`config.mk`:
```
export PLATFORM = sky130hd
export DESIGN_NAME = riscv_multicycle_control
export DESIGN_NICKNAME = d
export VERILOG_FILES = /design/src/rtl/riscv_pkg.sv /design/src/rtl/riscv_multicycle_control.sv
export SDC_FILE = /design/constraint.sdc
export NUM_CORES = 1
export LEC_CHECK = 0
export BUFFER_PORTS_ARGS = -buffer_cell sky130_fd_sc_hd__buf_2
export CORE_MARGIN = 10
export CORE_UTILIZATION = 55
export DETAILED_ROUTE_END_ITERATION = 16
export PLACE_DENSITY = 0.83
export REMOVE_ABC_BUFFERS = 1
export SETUP_SLACK_MARGIN = 0.15
export SLEW_MARGIN = 20
export SYNTH_ARGS = -nofsm -noshare
export SYNTH_HDL_FRONTEND = slang
export SYNTH_SLANG_ARGS = --single-unit
```
`constraint.sdc`:
```
create_clock -name Clock -period 3.4 [get_ports Clock]
set_input_delay 0.51 -clock Clock [delete_from_list [all_inputs] [get_ports Clock]]
set_output_delay 0.51 -clock Clock [all_outputs]
set_load 0.005 [all_outputs]
```
`src/rtl/riscv_pkg.sv`:
```
// Shared definitions for the multicycle RISC-V control path: opcodes, ALUOp and
// datapath select encodings, and the main FSM state enumeration.
// Optional feature macro: RISCV_JAL_EN adds the S_JAL state.
package riscv_pkg;

  // Major opcodes, IR[6:0]
  localparam logic [6:0] OP_LOAD   = 7'b0000011;
  localparam logic [6:0] OP_STORE  = 7'b0100011;
  localparam logic [6:0] OP_RTYPE  = 7'b0110011;
  localparam logic [6:0] OP_ITYPE  = 7'b0010011;
  localparam logic [6:0] OP_BRANCH = 7'b1100011;
  localparam logic [6:0] OP_JAL    = 7'b1101111;

  // ALUOp encodings shared with the ALU control block
  localparam logic [1:0] ALUOP_ADD   = 2'b00;
  localparam logic [1:0] ALUOP_SUB   = 2'b01;
  localparam logic [1:0] ALUOP_FUNCT = 2'b10;

  // ALU operand A select
  localparam logic [1:0] SRCA_PC    = 2'b00;
  localparam logic [1:0] SRCA_OLDPC = 2'b01;
  localparam logic [1:0] SRCA_RS1   = 2'b10;

  // ALU operand B select
  localparam logic [1:0] SRCB_RS2  = 2'b00;
  localparam logic [1:0] SRCB_FOUR = 2'b01;
  localparam logic [1:0] SRCB_IMM  = 2'b10;

  // Register write-back source select
  localparam logic [1:0] WB_ALUOUT = 2'b00;
  localparam logic [1:0] WB_MDR    = 2'b01;
  localparam logic [1:0] WB_PC     = 2'b10;

  localparam int unsigned STATE_BITS = 4;

  typedef enum logic [STATE_BITS-1:0] {
    S_RESET    = 4'd0,
    S_FETCH    = 4'd1,
    S_DECODE   = 4'd2,
    S_MEMADR   = 4'd3,
    S_MEMREAD  = 4'd4,
    S_MEMWB    = 4'd5,
    S_MEMWRITE = 4'd6,
    S_EXECR    = 4'd7,
    S_EXECI    = 4'd8,
    S_ALUWB    = 4'd9,
`ifdef RISCV_JAL_EN
    S_BRANCH   = 4'd10,
    S_JAL      = 4'd11
`else
    S_BRANCH   = 4'd10
`endif
  } state_e;

endpackage

```
`src/rtl/riscv_multicycle_control.sv`:
```
// Main control FSM of the multicycle RISC-V datapath. Sequences fetch, decode,
// execute, memory and write-back, stalls on MemReady and counts retired
// instructions. Define RISCV_JAL_EN to add jal support (S_JAL).
module riscv_multicycle_control
  import riscv_pkg::*;
#(
  parameter int CNT_W   = 32,
  parameter int STATE_W = 4
) (
  input  logic               Clock,
  input  logic               Reset,
  input  logic [6:0]         Opcode,
  input  logic               MemReady,
  output logic               IRWrite,
  output logic               PCWrite,
  output logic               Branch,
  output logic               PCSource,
  output logic               IorD,
  output logic               MemRead,
  output logic               MemWrite,
  output logic               RegWrite,
  output logic [1:0]         MemtoReg,
  output logic [1:0]         ALUSrcA,
  output logic [1:0]         ALUSrcB,
  output logic [1:0]         ALUOp,
  output logic               IllegalOp,
  output logic [CNT_W-1:0]   InstrCount,
  output logic [STATE_W-1:0] State
);

  state_e           state_q, state_d;
  logic [CNT_W-1:0] count_q;
  logic             illegal;
  logic             retire;

  // Next-state selection and illegal-opcode detection
  always_comb begin
    state_d = state_q;
    illegal = 1'b0;
    case (state_q)
      S_RESET:    state_d = S_FETCH;
      S_FETCH:    if (MemReady) state_d = S_DECODE;
      S_DECODE: begin
        if (Opcode == OP_LOAD || Opcode == OP_STORE) state_d = S_MEMADR;
        else if (Opcode == OP_RTYPE)                 state_d = S_EXECR;
        else if (Opcode == OP_ITYPE)                 state_d = S_EXECI;
        else if (Opcode == OP_BRANCH)                state_d = S_BRANCH;
`ifdef RISCV_JAL_EN
        else if (Opcode == OP_JAL)                   state_d = S_JAL;
`endif
        else begin
          state_d = S_FETCH;
          illegal = 1'b1;
        end
      end
      // IR is only written in S_FETCH, so Opcode is still the decoded one here
      S_MEMADR:   state_d = (Opcode == OP_LOAD) ? S_MEMREAD : S_MEMWRITE;
      S_MEMREAD:  if (MemReady) state_d = S_MEMWB;
      S_MEMWB:    state_d = S_FETCH;
      S_MEMWRITE: if (MemReady) state_d = S_FETCH;
      S_EXECR:    state_d = S_ALUWB;
      S_EXECI:    state_d = S_ALUWB;
      S_ALUWB:    state_d = S_FETCH;
      S_BRANCH:   state_d = S_FETCH;
`ifdef RISCV_JAL_EN
      S_JAL:      state_d = S_FETCH;
`endif
      default:    state_d = S_FETCH;
    endcase
  end

  // An instruction retires when a completing state hands back to fetch
  always_comb begin
    retire = 1'b0;
    if (state_d == S_FETCH) begin
      case (state_q)
        S_MEMWB, S_MEMWRITE, S_ALUWB, S_BRANCH: retire = 1'b1;
`ifdef RISCV_JAL_EN
        S_JAL:                                  retire = 1'b1;
`endif
        default:                                retire = 1'b0;
      endcase
    end
  end

  // State register and retired-instruction counter; reset drops any access
  always_ff @(posedge Clock) begin
    if (Reset) begin
      state_q <= S_RESET;
      count_q <= '0;
    end else begin
      state_q <= state_d;
      if (retire) count_q <= count_q + CNT_W'(1);
    end
  end

  // Datapath control decode from the current state (fetch enables wait on MemReady)
  always_comb begin
    IRWrite   = 1'b0;
    PCWrite   = 1'b0;
    Branch    = 1'b0;
    PCSource  = 1'b0;
    IorD      = 1'b0;
    MemRead   = 1'b0;
    MemWrite  = 1'b0;
    RegWrite  = 1'b0;
    MemtoReg  = WB_ALUOUT;
    ALUSrcA   = SRCA_PC;
    ALUSrcB   = SRCB_RS2;
    ALUOp     = ALUOP_ADD;
    IllegalOp = 1'b0;
    case (state_q)
      S_FETCH: begin
        MemRead = 1'b1;
        ALUSrcA = SRCA_PC;
        ALUSrcB = SRCB_FOUR;
        IRWrite = MemReady;
        PCWrite = MemReady;
      end
      S_DECODE: begin
        ALUSrcA   = SRCA_OLDPC;
        ALUSrcB   = SRCB_IMM;
        IllegalOp = illegal;
      end
      S_MEMADR: begin
        ALUSrcA = SRCA_RS1;
        ALUSrcB = SRCB_IMM;
      end
      S_MEMREAD: begin
        MemRead = 1'b1;
        IorD    = 1'b1;
      end
      S_MEMWB: begin
        RegWrite = 1'b1;
        MemtoReg = WB_MDR;
      end
      S_MEMWRITE: begin
        MemWrite = 1'b1;
        IorD     = 1'b1;
      end
      S_EXECR: begin
        ALUSrcA = SRCA_RS1;
        ALUSrcB = SRCB_RS2;
        ALUOp   = ALUOP_FUNCT;
      end
      // addi only: plain add so imm[11:5] never reaches funct7 decode
      S_EXECI: begin
        ALUSrcA = SRCA_RS1;
        ALUSrcB = SRCB_IMM;
      end
      S_ALUWB: begin
        RegWrite = 1'b1;
        MemtoReg = WB_ALUOUT;
      end
      S_BRANCH: begin
        ALUSrcA  = SRCA_RS1;
        ALUSrcB  = SRCB_RS2;
        ALUOp    = ALUOP_SUB;
        Branch   = 1'b1;
        PCSource = 1'b1;
      end
`ifdef RISCV_JAL_EN
      S_JAL: begin
        PCWrite  = 1'b1;
        PCSource = 1'b1;
        RegWrite = 1'b1;
        MemtoReg = WB_PC;
      end
`endif
      default: ;
    endcase
  end

  assign InstrCount = count_q;
  assign State      = STATE_W'(state_q);

endmodule

```
Word-level counts from Yosys, hierarchy flattened

Cells that the tools add are included.

Word-level logic and storage cells: 53
Output and inout bits: 53
Input bits: 10
Register bits after elaboration: 36

$add $sub $neg: 1
Mux-type cells: 26
Reduce and logical (&&, ||, !) cells: 8
Eq/ne operators: 16

Operator list:

| kind                  | number |
|---|---|
| $add 32x1->32 const B | 1 |
| $mux 4                | 7 |
| $pmux 4 s6            | 1 |
| $eq 4x3->1 const B    | 4 |
| $eq 7x6->1 const B    | 2 |
| $mux 1                | 14 |
| $eq 4x4->1 const B    | 3 |
| $pmux 2 s2            | 3 |
| $eq 4x1->1 const B    | 2 |
| $eq 4x2->1 const B    | 2 |
| $reduce_or 2->1       | 4 |
| $reduce_or 4->1       | 2 |
| $eq 7x2->1 const B    | 1 |
| $eq 7x5->1 const B    | 1 |
| $eq 7x7->1 const B    | 1 |
| $reduce_or 3->1       | 1 |
| $mux 2                | 1 |
| $logic_or 1x1->1      | 1 |

Longest topological paths before layout

Word-level depth: 8
Depth in mapped cells: 8
Gate-level depth less buffers: 6

Worst setup path before layout

No wires, ideal clock.

Path type: input-to-reg
Start point: input port Opcode[5]
End point: register count_q[10], in the netlist InstrCount[10]
Path buffers: 1
Data required time: 3.279 ns
Stages on the path: 6
Data arrival time: 1.875 ns
Path slack: 1.404 ns
Cells stage by stage: or3b_2 a211oi_2 or2_1 buf_6 nor4_2 mux2_4

Cells in the longest elaborated chain, start to end: 8
Elaborated cells between the ends (all ways): 14

Ends and longest elaborated chain:

| item                   | line                           | source |
|---|---|---|
| start: declaration     | riscv_multicycle_control.sv:12 | `input logic [6:0] Opcode,` |
| $eq 7x7->1             | riscv_multicycle_control.sv:47 | `else if (Opcode == OP_BRANCH) state_d = S_BRANCH;` |
| $mux 4                 | riscv_multicycle_control.sv:47 |  |
| $mux 4                 | riscv_multicycle_control.sv:46 | `else if (Opcode == OP_ITYPE) state_d = S_EXECI;` |
| $mux 4                 | riscv_multicycle_control.sv:45 | `else if (Opcode == OP_RTYPE) state_d = S_EXECR;` |
| $mux 4                 | riscv_multicycle_control.sv:44 | `if (Opcode == OP_LOAD \|\| Opcode == OP_STORE) state_d = S_MEMADR;` |
| $pmux 4 s6 (*)         | riscv_multicycle_control.sv:40 | `case (state_q)` |
| $eq 4x1->1 (*)         | riscv_multicycle_control.sv:75 | `if (state_d == S_FETCH) begin` |
| $mux 1 (*)             | riscv_multicycle_control.sv:75 |  |
| end signal: assignment | riscv_multicycle_control.sv:93 | `if (retire) count_q <= count_q + CNT_W'(1);` |
| end: declaration       | riscv_multicycle_control.sv:32 | `logic [CNT_W-1:0] count_q;` |

Every way passes the cells marked *; elsewhere a longest branch is shown, timed or not.
A chain may end at the register's enable or synchronous reset.

Worst setup path after layout

Start point: register state_q[3], in the netlist State[3]
End point: register count_q[20], in the netlist InstrCount[20]

Cells in the longest elaborated chain, start to end: 5
Elaborated cells between the ends (all ways): 19

Ends and longest elaborated chain:

| item                                     | line                           | source |
|---|---|---|
| start: declaration                       | riscv_multicycle_control.sv:31 | `state_e state_q, state_d;` |
| start signal: assignment                 | riscv_multicycle_control.sv:92 | `state_q <= state_d;` |
| $eq 4x3->1 or $eq 4x4->1 (tied branches) | riscv_multicycle_control.sv:40 |  |
| $reduce_or 2->1 (no line)                | -                              |  |
| $pmux 4 s6                               | riscv_multicycle_control.sv:40 |  |
| $eq 4x1->1                               | riscv_multicycle_control.sv:75 |  |
| $mux 1 (*)                               | riscv_multicycle_control.sv:75 |  |

Marked as above.

==> results.tsv <==
metric	value	unit
r2r_start	State[3]$_SDFF_PP0_	
arrival	2.67	ns
grt_pass1_wl	9920	µm
ys_seq_area_frac	0.318	
floorplan.initialDensity	0.566	
final_common_cell	buf_2	
antenna_found_initial	0	
vias	2234	
postLayoutCoreUtil	0.652	
grt_overflow	0	
ys_seq_elements	36	
ctsResizeCount	0	
pin_count	63	
rows	23	
min_from	InstrCount[30]$_SDFFE_PP0P_	
slew_headroom	0.476	
ant_nets	0	
firstDrtPassIters	4	
hp-class	reg -> reg	
grt_start_max_net_pins	45	
die_h	84.2	µm
slew_violations	0	
p_per_area	316	mW/mm²
drc	0	
clkSlewWorstSetupHoldPaths	0.08	ns
ys.warnings.count	0	
max_freq	0.402	GHz
path_cells	xnor2_1 -> nor2_1 -> nand3_1 -> nor4_1 -> mux2_1	
io_buffer_count	61	
critPathMaxStageDelay	0.64	ns
worstPathRequired	3.58	ns
cts.sinks	36	
rsz0062_at_grt	false	
p_leak	1.00	nW
syn_inst	267	
ff_latch_area	721	µm²
cts-hold-fix-buffers	0	
final-hold-violation-count	0	
cts_buffer_depth	2	
critPathKind	reg -> reg	
ys_top_cells_by_area	dfxtp_1, a21oi_1, o31ai_1	
start_kind	register	
clk_latency	0.30	ns
worst_ir_drop_vdd	0.232	mV
dieArea	0.00709	mm²
maxCapViolations	0	
avgViaCountPerCell	6.07	
fin_tns_setup	0	ns
grt_usage	0.159	
layout_common_cells	buf_2, dfxtp_1, a21oi_1	
synth.largest_area_cell	dfxtp_1	
min_path_cells	2	
h-tree-depth	2	
syn_area	0.00227	mm²
nFillCells	371	
fp.dieW	84.2	µm
routabilityCongestion	0.795	
wl_per_cell	15.8	µm
critPathCaptureType	register	
cts_setup_buffers	0	
grt_pass1_vias	2184	
drive_gt1_frac	0.308	
coreArea	0.00400	mm²
skew	0.0136	ns
ys_async_sr_fraction	0	
slowest_stage	dfxtp_1	
cts_buffers	5	
dp_hpwl	4230	µm
synth.avg_cell_area	8.49	µm²
synth-main-ff-cell	dfxtp_1	
drt_iter0_drc	147	
layout.nets	328	
synth.distinct_cells	55	
holdPathEnd	InstrCount[30]$_SDFFE_PP0P_	
r2r-end	InstrCount[20]$_SDFFE_PP0P_	
area_growth	15.1	%
synth-edff-count	0	
fin_crit_sh	0.732	
cts_tree	yes	
finalCriticalPeriod	2.49	ns
cts_root_buffer	clkbuf_8	
reg2reg_slack	0.91	ns
rr_worst_depth	5	
n_antenna_cell	0	
multi_input_area	0.00138	mm²
yosysTopAreaCellShare	0.318	
worst_pin_slew	0.786	ns
finalWirelength	5800	µm
outcome	completed	
cp_max_fo	19	
setup_violations	0	
-- worst max-delay path: cells and delay by family (launching register included) --
kind             cells  cell delay [ns]
AND/OR/NAND/NOR      3             1.13
multiplexers         1             0.36
flip-flops           1             0.64
XOR/XNOR             1             0.25
-- worst max path at each step --
| stage | startpoint | end | cells past startpoint |
|---|---|---|---|
| 6_report | State[3]$_SDFF_PP0_ | InstrCount[20]$_SDFFE_PP0P_ | 5 |
| 5_1_grt | State[3]$_SDFF_PP0_ | InstrCount[20]$_SDFFE_PP0P_ | 5 |
| 4_1_cts | State[3]$_SDFF_PP0_ | InstrCount[20]$_SDFFE_PP0P_ | 5 |
| 3_5_place_dp | State[3]$_SDFF_PP0_ | InstrCount[20]$_SDFFE_PP0P_ | 5 |
| 3_3_place_gp | State[1]$_SDFF_PP0_ | InstrCount[4]$_SDFFE_PP0P_ | 5 |
| 2_1_floorplan | State[1]$_SDFF_PP0_ | InstrCount[10]$_SDFFE_PP0P_ | 5 |
-- through the flow --
stage | setup slack (ns) | power (mW) | cell area, µm² | std cells | hold WS [ns]
floorplan | 1.19 | 0.473 | 2140 | 249 | 0.470
global placement | 1.04 | 0.502 | 2510 | 360 | 0.485
detailed placement | 0.990 | 0.504 | 2510 | 360 | 0.493
CTS | 0.967 | 0.829 | 2610 | 368 | 0.506
global route | 0.665 | 0.855 | 2610 | 368 | 0.537
finish | 0.911 | 0.825 | 2610 | 368 | 0.505
-- layer usage --
layer  wire (µm)  vias up  share of wire  GRT usage
met5           0        -              0          0
met2        2820       65           0.49      0.281
met1        2450     1056           0.42      0.176
met3         462        8          0.080     0.0570
met4          65        0          0.011     0.0396
li1            -     1105              -          -
-- cell families after synthesis --
group | after synthesis | share of synthesized area
buffers and inverters | 30 | 0.0740
adders and majority gates | 2 | 0.00994
xor gates and xnor gates | 3 | 0.0116
other | 1 | 0.00165
muxes | 8 | 0.0480
DFF | 36 | 0.318
and+or+nand+nor | 123 | 0.350
AOI/OAI and AO/OA | 64 | 0.187
-- final cells by class --
| class | count | share of cell area |
|---|---|---|
| clock inverters | 2 | 0.00528 |
| flip-flops and latches | 36 | 0.276 |
| multi-input cells | 201 | 0.528 |
| well taps | 50 | 0.0240 |
| clock buffers | 6 | 0.0317 |
| inverters | 12 | 0.0173 |
| repair buffers | 61 | 0.117 |
-- synth_stat cells, types with 3 or more instances --
library cell and count:
nor3b_1 3, or3_1 8, or3b_2 3, buf_4 8, mux2_1 3, or2_2 3, nor4_2 5, mux2_4 5
nor2_1 21, dfxtp_1 36, inv_1 11, nand3_1 10, buf_6 3, o21ai_0 10, o31ai_1 15, nor4_1 5
nand4_1 8, nor3_1 4, clkbuf_1 4, nor2b_1 9, or4_1 14, a21oi_1 28, nand2_1 11
-- registers in the layout (all words and copies together) (netlist names) --
signal      cells
InstrCount     32
State           4
-- power by group --
group | switching, mW | internal, mW
clock | 0.165 | 0.166
combinational | 0.0388 | 0.0246
sequential | 0.00730 | 0.423
Note: power is estimated with default switching activity, not from simulation.
